`config.mk`:
```
export PLATFORM = sky130hd
export DESIGN_NAME = top
export DESIGN_NICKNAME = d
export VERILOG_FILES = /design/src/rtl/encode_pkg.sv /design/src/rtl/manchester_byte_enc.sv /design/src/rtl/top.sv
export SDC_FILE = /design/constraint.sdc
export NUM_CORES = 1
export LEC_CHECK = 0
export ABC_AREA = 1
export BUFFER_PORTS_ARGS = -buffer_cell sky130_fd_sc_hd__buf_4
export CORE_MARGIN = 2
export CORE_UTILIZATION = 45
export CTS_BUF_LIST = sky130_fd_sc_hd__clkbuf_8
export CTS_CLUSTER_SIZE = 8
export DETAILED_ROUTE_END_ITERATION = 10
export GPL_ROUTABILITY_DRIVEN = 0
export PLACE_DENSITY = 0.73
export RECOVER_POWER = 100
export REMOVE_ABC_BUFFERS = 1
export SLEW_MARGIN = 10
export SYNTH_ARGS = -nofsm -noshare
export SYNTH_HDL_FRONTEND = slang
export SYNTH_SLANG_ARGS = --single-unit
```
`constraint.sdc`:
```
create_clock -name clk -period 2.6 [get_ports clk]
set_input_delay 0.52 -clock clk [delete_from_list [all_inputs] [get_ports clk]]
set_output_delay 0.52 -clock clk [all_outputs]
set_load 0.01 [all_outputs]
```
`src/rtl/encode_pkg.sv`:
```
// Shared widths, FSM state type and the byte-level Manchester code function
// for the 64->128-bit sequential encoder.
package encode_pkg;

    localparam int unsigned DATA_W = 64;
    localparam int unsigned CODE_W = 128;
    localparam int unsigned BYTES  = 8;
    localparam int unsigned CNT_W  = 3;
    localparam int unsigned BYTE_W = 8;
    localparam int unsigned SYM_W  = 2 * BYTE_W;

    typedef enum logic {
        IDLE = 1'b0,
        RUN  = 1'b1
    } state_t;

    // Data bit i lands in code[2i+1:2i]: 1 -> "10", 0 -> "01".
    function automatic logic [SYM_W-1:0] manch8(input logic [BYTE_W-1:0] b);
        logic [SYM_W-1:0] code;
        code = '0;
        for (int unsigned i = 0; i < BYTE_W; i++) begin
            code[2*i +: 2] = b[i] ? 2'b10 : 2'b01;
        end
        return code;
    endfunction

endpackage

```
`src/rtl/manchester_byte_enc.sv`:
```
// Combinational 8->16 bit Manchester encoder for one data byte.
module manchester_byte_enc
    import encode_pkg::*;
(
    input  logic [BYTE_W-1:0] byte_in,
    output logic [SYM_W-1:0]  code_out
);

    always_comb begin
        code_out = manch8(byte_in);
    end

endmodule

```
`src/rtl/top.sv`:
```
// Sequential 64->128-bit Manchester encoder: captures a word on start, encodes
// one byte per clock LSB byte first, then publishes the codeword with a done pulse.
module top
    import encode_pkg::*;
(
    input  logic              clk,
    input  logic              reset,
    input  logic              start,
    input  logic [DATA_W-1:0] data_in,
    output logic              done,
    output logic [CODE_W-1:0] final_output
);

    state_t            state_q, state_d;
    logic [CNT_W-1:0]  cnt_q, cnt_d;
    logic [DATA_W-1:0] data_q, data_d;
    logic [CODE_W-1:0] work_q, work_d;
    logic [CODE_W-1:0] final_q, final_d;
    logic              done_q, done_d;

    logic [BYTE_W-1:0] byte_sel;
    logic [SYM_W-1:0]  byte_code;
    logic              last_byte;

    always_comb begin
        byte_sel = '0;
        for (int unsigned i = 0; i < BYTES; i++) begin
            if (cnt_q == CNT_W'(i)) begin
                byte_sel = data_q[BYTE_W*i +: BYTE_W];
            end
        end
    end

    manchester_byte_enc u_byte_enc (
        .byte_in  (byte_sel),
        .code_out (byte_code)
    );

    assign last_byte = (cnt_q == CNT_W'(BYTES - 1));

    always_comb begin
        state_d = state_q;
        cnt_d   = cnt_q;
        data_d  = data_q;
        work_d  = work_q;
        final_d = final_q;
        done_d  = 1'b0;

        unique case (state_q)
            IDLE: begin
                if (start) begin
                    data_d  = data_in;
                    cnt_d   = '0;
                    state_d = RUN;
                end
            end
            RUN: begin
                for (int unsigned i = 0; i < BYTES; i++) begin
                    if (cnt_q == CNT_W'(i)) begin
                        work_d[SYM_W*i +: SYM_W] = byte_code;
                    end
                end
                // The last slice is folded in on the same edge it is published.
                if (last_byte) begin
                    final_d = work_d;
                    done_d  = 1'b1;
                    cnt_d   = '0;
                    state_d = IDLE;
                end else begin
                    cnt_d = cnt_q + 1'b1;
                end
            end
            default: state_d = IDLE;
        endcase
    end

    always_ff @(posedge clk) begin
        if (reset) begin
            state_q <= IDLE;
            cnt_q   <= '0;
            data_q  <= '0;
            work_q  <= '0;
            final_q <= '0;
            done_q  <= 1'b0;
        end else begin
            state_q <= state_d;
            cnt_q   <= cnt_d;
            data_q  <= data_d;
            work_q  <= work_d;
            final_q <= final_d;
            done_q  <= done_d;
        end
    end

    assign done         = done_q;
    assign final_output = final_q;

endmodule

```
==> impl_metrics.csv, run 1 <==
group,metric,value,unit
critical_path,cp-start-kind,"register",
critical_path,slowest_stage,"dfxtp_1",
placement,portBuffers,195,
timing,fin_hold_ws,0.2201,ns
route,wl_met1,16850,um
critical_path,critical_path_depth,11,
timing,final-hold-violation-count,0,
route,drtIter0Drc,998,
yosys,ys_ff_latch,309,
critical_path,critPathTopFamily,"simple AND/OR/NAND/NOR gates",
cells_and_area,fin_nets,2307,
yosys,ys_seq_area_share,45.60,%
worst_hold_path,whs_path_depth,3,
clock_network,cts_root_buffer,"clkbuf_8",
global_routing,grt_pass1_wl,61510,um
cells_and_area,fin_cells,2652,
floorplan,fp.dieW,177.6,um
yosys,syn_inst,2076,
route,route.vias.total,13210,
cells_and_area,area_growth,15.71,%
yosys,synthesis.area,13570,sq um
floorplan,num_rows,63,
timing,rsz0062_at_grt,"no",
critical_path,cpMostUsedCell,"nand2_1",
clock_network,clockBufferDepth,3,
pwr,power_leakage,0.008148,uW
cells_and_area,antenna_cells,0,
pwr,ir_drop,0.0003366,V
timing,worstMarginPinSlew,0.9783,ns
worst_hold_path,hold_path.class,"input pin to register",
job,drv_cap,0,
floorplan,die_h,177.6,um
yosys,synth_edf_count,0,
floorplan,core,29640,sq um
clock_network,h-tree-depth,2,
critical_path,cp_slowest_stage_delay,0.44,ns
route,via_per_inst,4.981,
yosys,synth_top_family_by_area,"simple AND/OR/NAND/NOR gates",
yosys,syn_avg_cell_area,6.534,sq um
cells_and_area,final_core_util,52.96,%
yosys,synth-compound-area-share,4.732,%
floorplan,io_pins,196,
timing,fmax,0.4189,GHz
placement,hpwl,24340,um
route,wirelength,38610,um
placement,dp_cells,2571,
clock_network,cts.sinks,309,
global_routing,antenna_found_initial,0,
yosys,synth_ff_type,"dfxtp_1",
pwr,pwr_density_cell,666.5,nW/um^2
route,post_drt_wl_per_cell,14.56,um
critical_path,critPathMaxFanout,9,
yosys,ys_warn_count,0,
critical_path,crit_chain,"buf_4, ha_1, clkinv_1, nand2_1, inv_1, nand2_1, nand2_4, nand2_1, nand3_1, nand2_1, inv_1",
global_routing,gr-usage-all-layers,24.19,%
yosys,synthMuxAreaShare,0,%
critical_path,required,3.04,ns
yosys,async_flop_share,0,%
timing,timing.final.crit_period,2.387,ns
timing,finalClockSkew,0.02319,ns
floorplan,initial_core_util,45.77,%
clock_network,cts_made_buffers,51,
critical_path,crit_buf_inv,4,
clock_network,cts_tree,"yes",
route,wl_met2,17770,um
critical_path,reg2reg_depth,11,
cells_and_area,multi_input_area,6201,sq um
route,antenna_left,0,
global_routing,grt_pass1_vias,12389,
floorplan,dieArea,31550,sq um
yosys,netlist-cell-type-count,25,
timing,max_slew_margin,34.78,%
clock_network,cts_hold_buf,0,
outcome,status,"finished clean",
timing,setup_viol,0,
cells_and_area,final_layout_size_suffix_gt1_share,8.576,%
clock_network,clk_pin_slew_worst_paths,0.06,ns
yosys,synth_adder_area_share,0.5534,%
cells_and_area,nFillCells,3094,
critical_path,crit_arrival,2.83,ns
clock_network,cts_resized,0,
global_routing,grt_max_degree,225,
route,drtPass1Iterations,6,
clock_network,worst_skew_pair.late_latency,0.56,ns
route,drc,0,
critical_path,end_kind,"register",
timing,report.final.slew_viol_count,0,
timing,fin_crit_sh,91.82,%
cells_and_area,register_area,6186,sq um
route,wl_met3,2990,um
critical_path,critPathKind,"register to register",
global_routing,grt-ovfl-total,0,
clock_network,post-cts-setup-buffer-count,0,
yosys,synthXorXnorAreaFrac,0,%
route,highest_layer,"met4",
timing,finalSetupTns,0,ns
yosys,synthSimpleGateAreaFrac,40.68,%
## metal layers
| layer | track usage [%] | up-vias |
|---|---|---|
| met4 | 7.787 | 0 |
| li1 | - | 6667 |
| met1 | 31.48 | 5998 |
| met3 | 4.113 | 79 |
| met5 | 0 | - |
| met2 | 40.73 | 466 |
## path summary, 6_finish.rpt
kind	startpoint	endpoint	slack, ns
max reg2reg	cnt_q[2]	work_q[88]	0.21
min	data_in[35]	data_q[35]	0.22
max	cnt_q[2]	work_q[88]	0.21
min reg2reg	final_output[42]	final_output[42]	0.45
## worst min-delay path, delay by kind of cell
kind            cells  cell delay, ns
compound gates      1            0.07
simple gates        1            0.08
buf+inv             1            0.07
## registers in the layout, indices dropped and copies added, names as in the netlist
signal / count
cnt_q: 3
data_q: 64
done: 1
final_output: 128
state_q: 1
work_q: 112
## synth_stat cells, types with 5 or more instances
cell type	number	area, sq um
a21oi_1	13	65.06
ha_1	6	75.07
o21ai_0	94	470.5
nand2_2	24	150.1
nor2_1	355	1333
o21ai_1	5	25.02
inv_1	154	578.1
clkbuf_1	72	270.3
nand2_4	13	146.4
nand2_1	776	2913
dfxtp_1	309	6186
buf_4	10	75.07
buf_6	5	56.30
nand3_1	186	930.9
buf_2	24	120.1
a31oi_1	13	81.33
## logic make-up after synthesis
family,after synthesis
flip-flops,309
AND/OR/NAND/NOR,1360
adder cells (fa/ha/maj),6
AO/OA/AOI/OAI,125
buffers and inverters,276
## report_power, final
group | switching [uW] | total, uW | leakage [uW] | internal [uW]
Sequential | 114 | 5070 | 0.00253 | 4960
Combinational | 823 | 1260 | 0.00507 | 436
Clock | 1860 | 4130 | 0.000555 | 2280
Total | 2790 | 10500 | 0.00815 | 7670
## cells in the final DEF (no fill, tap or decap)
master,n
a21oi_1,13
a31oi_1,13
buf_12,6
buf_4,84
bufinv_16,1
clkbuf_1,129
clkbuf_2,1
clkbuf_8,64
clkinv_1,3
clkinv_2,3
dfxtp_1,309
ha_1,5
ha_2,1
inv_1,167
inv_2,3
inv_4,1
nand2_1,788
nand2_2,15
nand2_4,10
nand3_1,186
nor2_1,354
nor2_2,1
nor2_4,3
nor3_1,1
o21ai_0,94
o21ai_1,5
or2_0,1
or2_2,1
## area by class of cell
cell class	instances	share of cell area (%)
Multi-Input combinational cell	1491	39.51
Timing Repair Buffer	220	7.900
Clock inverter	17	0.5978
Sequential cell	309	39.41
Inverter	161	3.866
Clock buffer	64	5.612
Tap cell	390	3.109
## stage by stage
step                instance area [sq um]  setup slack (ns)  total power (uW)
finish                              15700            0.2127             10460
global route                        15700           0.03538             10970
floorplan                           13030            -6.067              6046
CTS                                 16240            0.2992             10550
detailed placement                  15270            0.3157              6432
global placement                    15270            0.3682              6385
Note: power is estimated with default switching activity, not from simulation.
==> inputs of run 2 (changes only) <==
--- a/config.mk
+++ b/config.mk
@@ -14,7 +14,6 @@
 export DETAILED_ROUTE_END_ITERATION = 10
 export GPL_ROUTABILITY_DRIVEN = 0
 export PLACE_DENSITY = 0.73
-export RECOVER_POWER = 100
 export REMOVE_ABC_BUFFERS = 1
 export SLEW_MARGIN = 10
 export SYNTH_ARGS = -nofsm -noshare
==> run 2 against run 1 <==
  * Hold slack improved by 0.00075 ns
  * Register-to-register slack improved by 0.06 ns
  * Total power increased by 0.20%
  * Flip-flop and latch count unchanged
  * Largest cell class unchanged
  * Largest power group unchanged
  * Highest routed layer unchanged
==> impl_metrics.csv, run 2 (synthesized netlist as in run 1, its figures left out) <==
group,metric,value,unit
outcome,status,"finished clean",
pwr,power_leakage,0.008710,uW
critical_path,slowest_stage,"dfxtp_1",
clock_network,worst_skew_pair.late_latency,0.55,ns
timing,timing.final.crit_period,2.332,ns
timing,fmax,0.4289,GHz
cells_and_area,final_core_util,54.80,%
critical_path,crit_chain,"buf_4, ha_1, clkinv_1, nand2_1, inv_1, nand2_2, nand2_2, nand2_1, nand3_1, nand2_1, inv_1",
timing,final-hold-violation-count,0,
worst_hold_path,whs_path_depth,3,
timing,setup_ws,0.2685,ns
placement,dp_cells,2571,
critical_path,end_kind,"register",
clock_network,cts_made_buffers,51,
pwr,pwr_density_cell,645.4,nW/um^2
floorplan,core,29640,sq um
clock_network,h-tree-depth,2,
clock_network,clk_pin_slew_worst_paths,0.06,ns
clock_network,cts_hold_buf,0,
route,drtIter0Drc,1089,
cells_and_area,final_cell_mix,"774 x nand2_1, 354 x nor2_1, 308 x dfxtp_1",
critical_path,cpMostUsedCell,"nand2_1",
floorplan,fp.dieW,177.6,um
timing,worstMarginPinSlew,1.026,ns
global_routing,gr-usage-all-layers,24.19,%
cells_and_area,final_layout_size_suffix_gt1_share,15.03,%
critical_path,crit_arrival,2.79,ns
route,via_per_inst,4.998,
clock_network,cts_tree,"yes",
job,drv_cap,0,
route,post_drt_wl_per_cell,14.51,um
critical_path,critPathKind,"register to register",
floorplan,die_h,177.6,um
pwr,ir_drop,0.0003320,V
clock_network,post-cts-setup-buffer-count,0,
placement,hpwl,24340,um
cells_and_area,area_growth,19.73,%
clock_network,cts_resized,0,
floorplan,io_pins,196,
critical_path,reg2reg_depth,11,
critical_path,r2r_setup_slack,0.27,ns
clock_network,cts.sinks,309,
timing,report.final.slew_viol_count,0,
timing,rsz0062_at_grt,"no",
global_routing,grt_pass1_vias,12389,
cells_and_area,fin_cells,2652,
clock_network,cts_root_buffer,"clkbuf_8",
global_routing,grt_max_degree,225,
cells_and_area,antenna_cells,0,
global_routing,antenna_found_initial,0,
route,drtPass1Iterations,5,
route,drc,0,
route,antenna_left,0,
critical_path,cp-start-kind,"register",
route,route.vias.total,13255,
timing,max_slew_margin,31.57,%
floorplan,num_rows,63,
floorplan,dieArea,31550,sq um
critical_path,critPathMaxFanout,9,
route,wirelength,38490,um
worst_hold_path,hold_path.class,"input pin to register",
timing,fin_crit_sh,89.67,%
global_routing,grt_pass1_wl,61510,um
critical_path,required,3.06,ns
placement,portBuffers,195,
timing,setup_viol,0,
placement,place_ws,0.3157,ns
global_routing,grt-ovfl-total,0,
floorplan,initial_core_util,45.77,%
timing,finalClockSkew,0.01731,ns
critical_path,cp_slowest_stage_delay,0.44,ns
cells_and_area,fin_nets,2307,
clock_network,clockBufferDepth,3,
cells_and_area,layout_commonest_cell,"nand2_1",
cells_and_area,largest_reg_flops,128,
-- run 2: cell types whose count changed in the layout (fill, tap and decap cells not counted), moves of 2 or more --
cell | previous run | this run
clkbuf_1 | 129 | 0
nand2_4 | 10 | 13
inv_2 | 3 | 5
nand2_2 | 15 | 26
buf_4 | 84 | 214
nand2_1 | 788 | 774
-- run 2: through the flow --
step / hold WS, ns / setup TNS, ns / instance area, sq um / power [uW]
2_1_floorplan: 0.4266 / -1086.75 / 13030 / 6046
3_3_place_gp: 0.4318 / 0 / 15270 / 6385
3_5_place_dp: 0.4400 / 0 / 15270 / 6432
4_1_cts: 0.1861 / 0 / 16240 / 10550
5_1_grt: 0.2104 / 0 / 16240 / 10990
6_report: 0.2208 / 0 / 16240 / 10480
-- run 2: final timing paths --
kind,start,to
worst max register to register,cnt_q[2],work_q[80]
worst min register to register,final_output[28],final_output[28]
worst max-delay path,cnt_q[2],work_q[80]
worst min-delay path,data_in[24],data_q[24]
-- run 2: report_power, final --
group / leakage (uW) / total, uW / internal (uW) / switching [uW]
clock: 0.000555 / 4140 / 2280 / 1860
sequential: 0.00253 / 5070 / 4960 / 114
combinational: 0.00563 / 1270 / 442 / 832
-- run 2: layer usage --
layer | wire length, um | GRT usage [%]
met1 | 16750 | 31.48
met2 | 17840 | 40.73
met3 | 2896 | 4.113
met4 | 998 | 7.787
met5 | 0 | 0
-- run 2: final cells by class --
type / count / area, sq um
Clock buffer: 64 / 880.8
Inverter: 161 / 606.8
Clock inverter: 17 / 93.84
Multi-Input combinational cell: 1491 / 6256
Tap cell: 390 / 488.0
Sequential cell: 309 / 6190
Fill cell: 2983 / 13400
Timing Repair Buffer: 220 / 1727
-- run 2: critical path: cells and delay by family, from the launching register on --
kind	cells	cell delay (ns)
adder cells (fa/ha/maj)	1	0.32
flip-flops	1	0.44
AND/OR/NAND/NOR	6	0.80
buffers and inverters	4	0.65
==> inputs of run 3 (changes only) <==
==> constraint.sdc (replaced) <==
create_clock -name clk -period 2.53 [get_ports clk]
set_input_delay 0.506 -clock clk [delete_from_list [all_inputs] [get_ports clk]]
set_output_delay 0.506 -clock clk [all_outputs]
set_load 0.01 [all_outputs]
==> run 3 against run 2 <==
  * Die area unchanged
  * Count of clock-buffer cells in the layout unchanged
  * Sequential power increased by 3%
  * Cell count increased by 0.64%
  * Largest cell class unchanged
  * Critical path depth decreased by 4
  * Via count decreased by 0.45%
==> impl_metrics.csv, run 3 (synthesized netlist as in run 1, its figures left out) <==
group,metric,value,unit
clock_network,h-tree-depth,2,
placement,hpwl,24510,um
timing,report.final.slew_viol_count,0,
timing,finalSetupTns,0,ns
critical_path,crit_arrival,2.80,ns
route,route.vias.total,13195,
worst_hold_path,hold_path.class,"input pin to register",
floorplan,io_pins,196,
timing,finalClockSkew,0.02454,ns
timing,fin_hold_ws,0.2134,ns
pwr,seq_power_share,48.6,%
clock_network,clk_pin_slew_worst_paths,0.06,ns
timing,setup_viol,0,
cells_and_area,fin_nets,2314,
floorplan,die_h,177.6,um
route,post_drt_wl_per_cell,14.26,um
critical_path,cp-start-kind,"register",
critical_path,required,3.00,ns
clock_network,cts_hold_buf,0,
timing,fin_crit_sh,92.01,%
pwr,power_frac_clock,39.2,%
pwr,ir_drop,0.0003793,V
worst_hold_path,whs_path_depth,3,
timing,max_slew_margin,40.10,%
timing,final-hold-violation-count,0,
critical_path,timing.rr.end,"final_output[116]",
route,via_per_inst,4.944,
critical_path,critPathKind,"register to register",
job,drv_cap,0,
placement,placedInstanceArea,15310,sq um
global_routing,grt_pass1_vias,12348,
timing,rsz0062_at_grt,"no",
pwr,p_comb_share,12.2,%
cells_and_area,final_layout_size_suffix_gt1_share,15.36,%
floorplan,dieArea,31550,sq um
clock_network,post-cts-setup-buffer-count,0,
cells_and_area,final_cell_mix,"774 x nand2_1, 354 x nor2_1, 307 x dfxtp_1",
floorplan,fp.dieW,177.6,um
route,drtPass1Iterations,6,
critical_path,r2r_start,"cnt_q[0]",
global_routing,gr-usage-all-layers,24.09,%
critical_path,r2r_setup_slack,0.20,ns
cells_and_area,layout_commonest_cell,"nand2_1",
global_routing,grt-ovfl-total,0,
route,wirelength,38070,um
timing,worstMarginPinSlew,0.8976,ns
global_routing,antenna_found_initial,1,
worst_hold_path,min_to,"data_q[28]",
critical_path,cp-startpoint,"cnt_q[0]",
floorplan,core,29640,sq um
route,drc,0,
clock_network,worst_skew_pair.late_latency,0.57,ns
floorplan,initial_core_util,45.77,%
critical_path,reg2reg_depth,7,
clock_network,clockBufferDepth,3,
clock_network,cts_tree,"yes",
cells_and_area,fin_cells,2669,
pwr,p_sw,2916,uW
cells_and_area,area_growth,20.17,%
clock_network,cts_made_buffers,51,
timing,timing.final.crit_period,2.328,ns
clock_network,cts_resized,0,
pwr,pwr_density_cell,657.9,nW/um^2
outcome,status,"finished clean",
critical_path,end_kind,"register",
pwr,power_leakage,0.008764,uW
clock_network,cts_root_buffer,"clkbuf_8",
route,antenna_left,0,
pwr,p_int,7808,uW
placement,dp_cells,2578,
timing,fmax,0.4296,GHz
global_routing,grt_max_degree,169,
critical_path,critPathMaxFanout,14,
cells_and_area,final_core_util,55.00,%
global_routing,grt_pass1_wl,61220,um
cells_and_area,largest_reg_flops,128,
route,drtIter0Drc,1064,
pwr,swShare,27.19,%
worst_hold_path,holdCritStartpoint,"data_in[28]",
cells_and_area,fin_area,16300,sq um
placement,portBuffers,195,
floorplan,num_rows,63,
clock_network,cts.sinks,309,
## run 3: per-layer routing
layer / vias to the layer above / routed length [um] / global-route usage, %
li1: 6689 / - / -
met1: 5971 / 16960 / 31.67
met2: 449 / 17260 / 39.65
met3: 86 / 2756 / 4.542
met4: 0 / 1099 / 8.197
met5: - / 0 / 0
## run 3: layout make-up
type                    count  area, sq um
clock inverters            26        106.4
fillers                  2941        13340
inverters                 161        610.6
diodes                      1        2.502
flip-flops and latches    309         6191
repair buffers            227         1767
well taps                 390        488.0
clock buffers              64        880.8
multi-input cells        1491         6256
## run 3: metrics by stage
step                setup WS, ns  total power, uW
floorplan                 -6.137             6214
global placement          0.2663             6563
detailed placement        0.2205             6611
CTS                       0.1963            10820
global route             0.01264            11250
finish                    0.2021            10720
## run 3: power by group through the flow
stage               registers [uW]  logic, uW  clock network [uW]
floorplan                     5330        885                   0
finish                        5210       1310                4210
global placement              5300       1270                   0
CTS                           5200       1310                4310
detailed placement            5310       1300                   0
global route                  5230       1490                4530
## run 3: worst max-delay path by stage
| stage | endpoint | slack (ns) | cells past startpoint |
|---|---|---|---|
| after global placement | work_q[82] | 0.27 | 16 |
| after global routing | final_output[118] | 0.01 | 7 |
| after floorplan | final_output[112] | -6.14 | 4 |
| after detailed placement | work_q[96] | 0.22 | 16 |
| final | final_output[116] | 0.20 | 7 |
| after CTS | final_output[118] | 0.20 | 6 |
## run 3: critical path, stage by stage, from the launching register on
cell     delay (ns)
dfxtp_1        0.38
ha_1           0.20
ha_1           0.28
buf_4          0.21
nand2_1        0.13
nor2_4         0.38
inv_1          0.38
o21ai_0        0.26
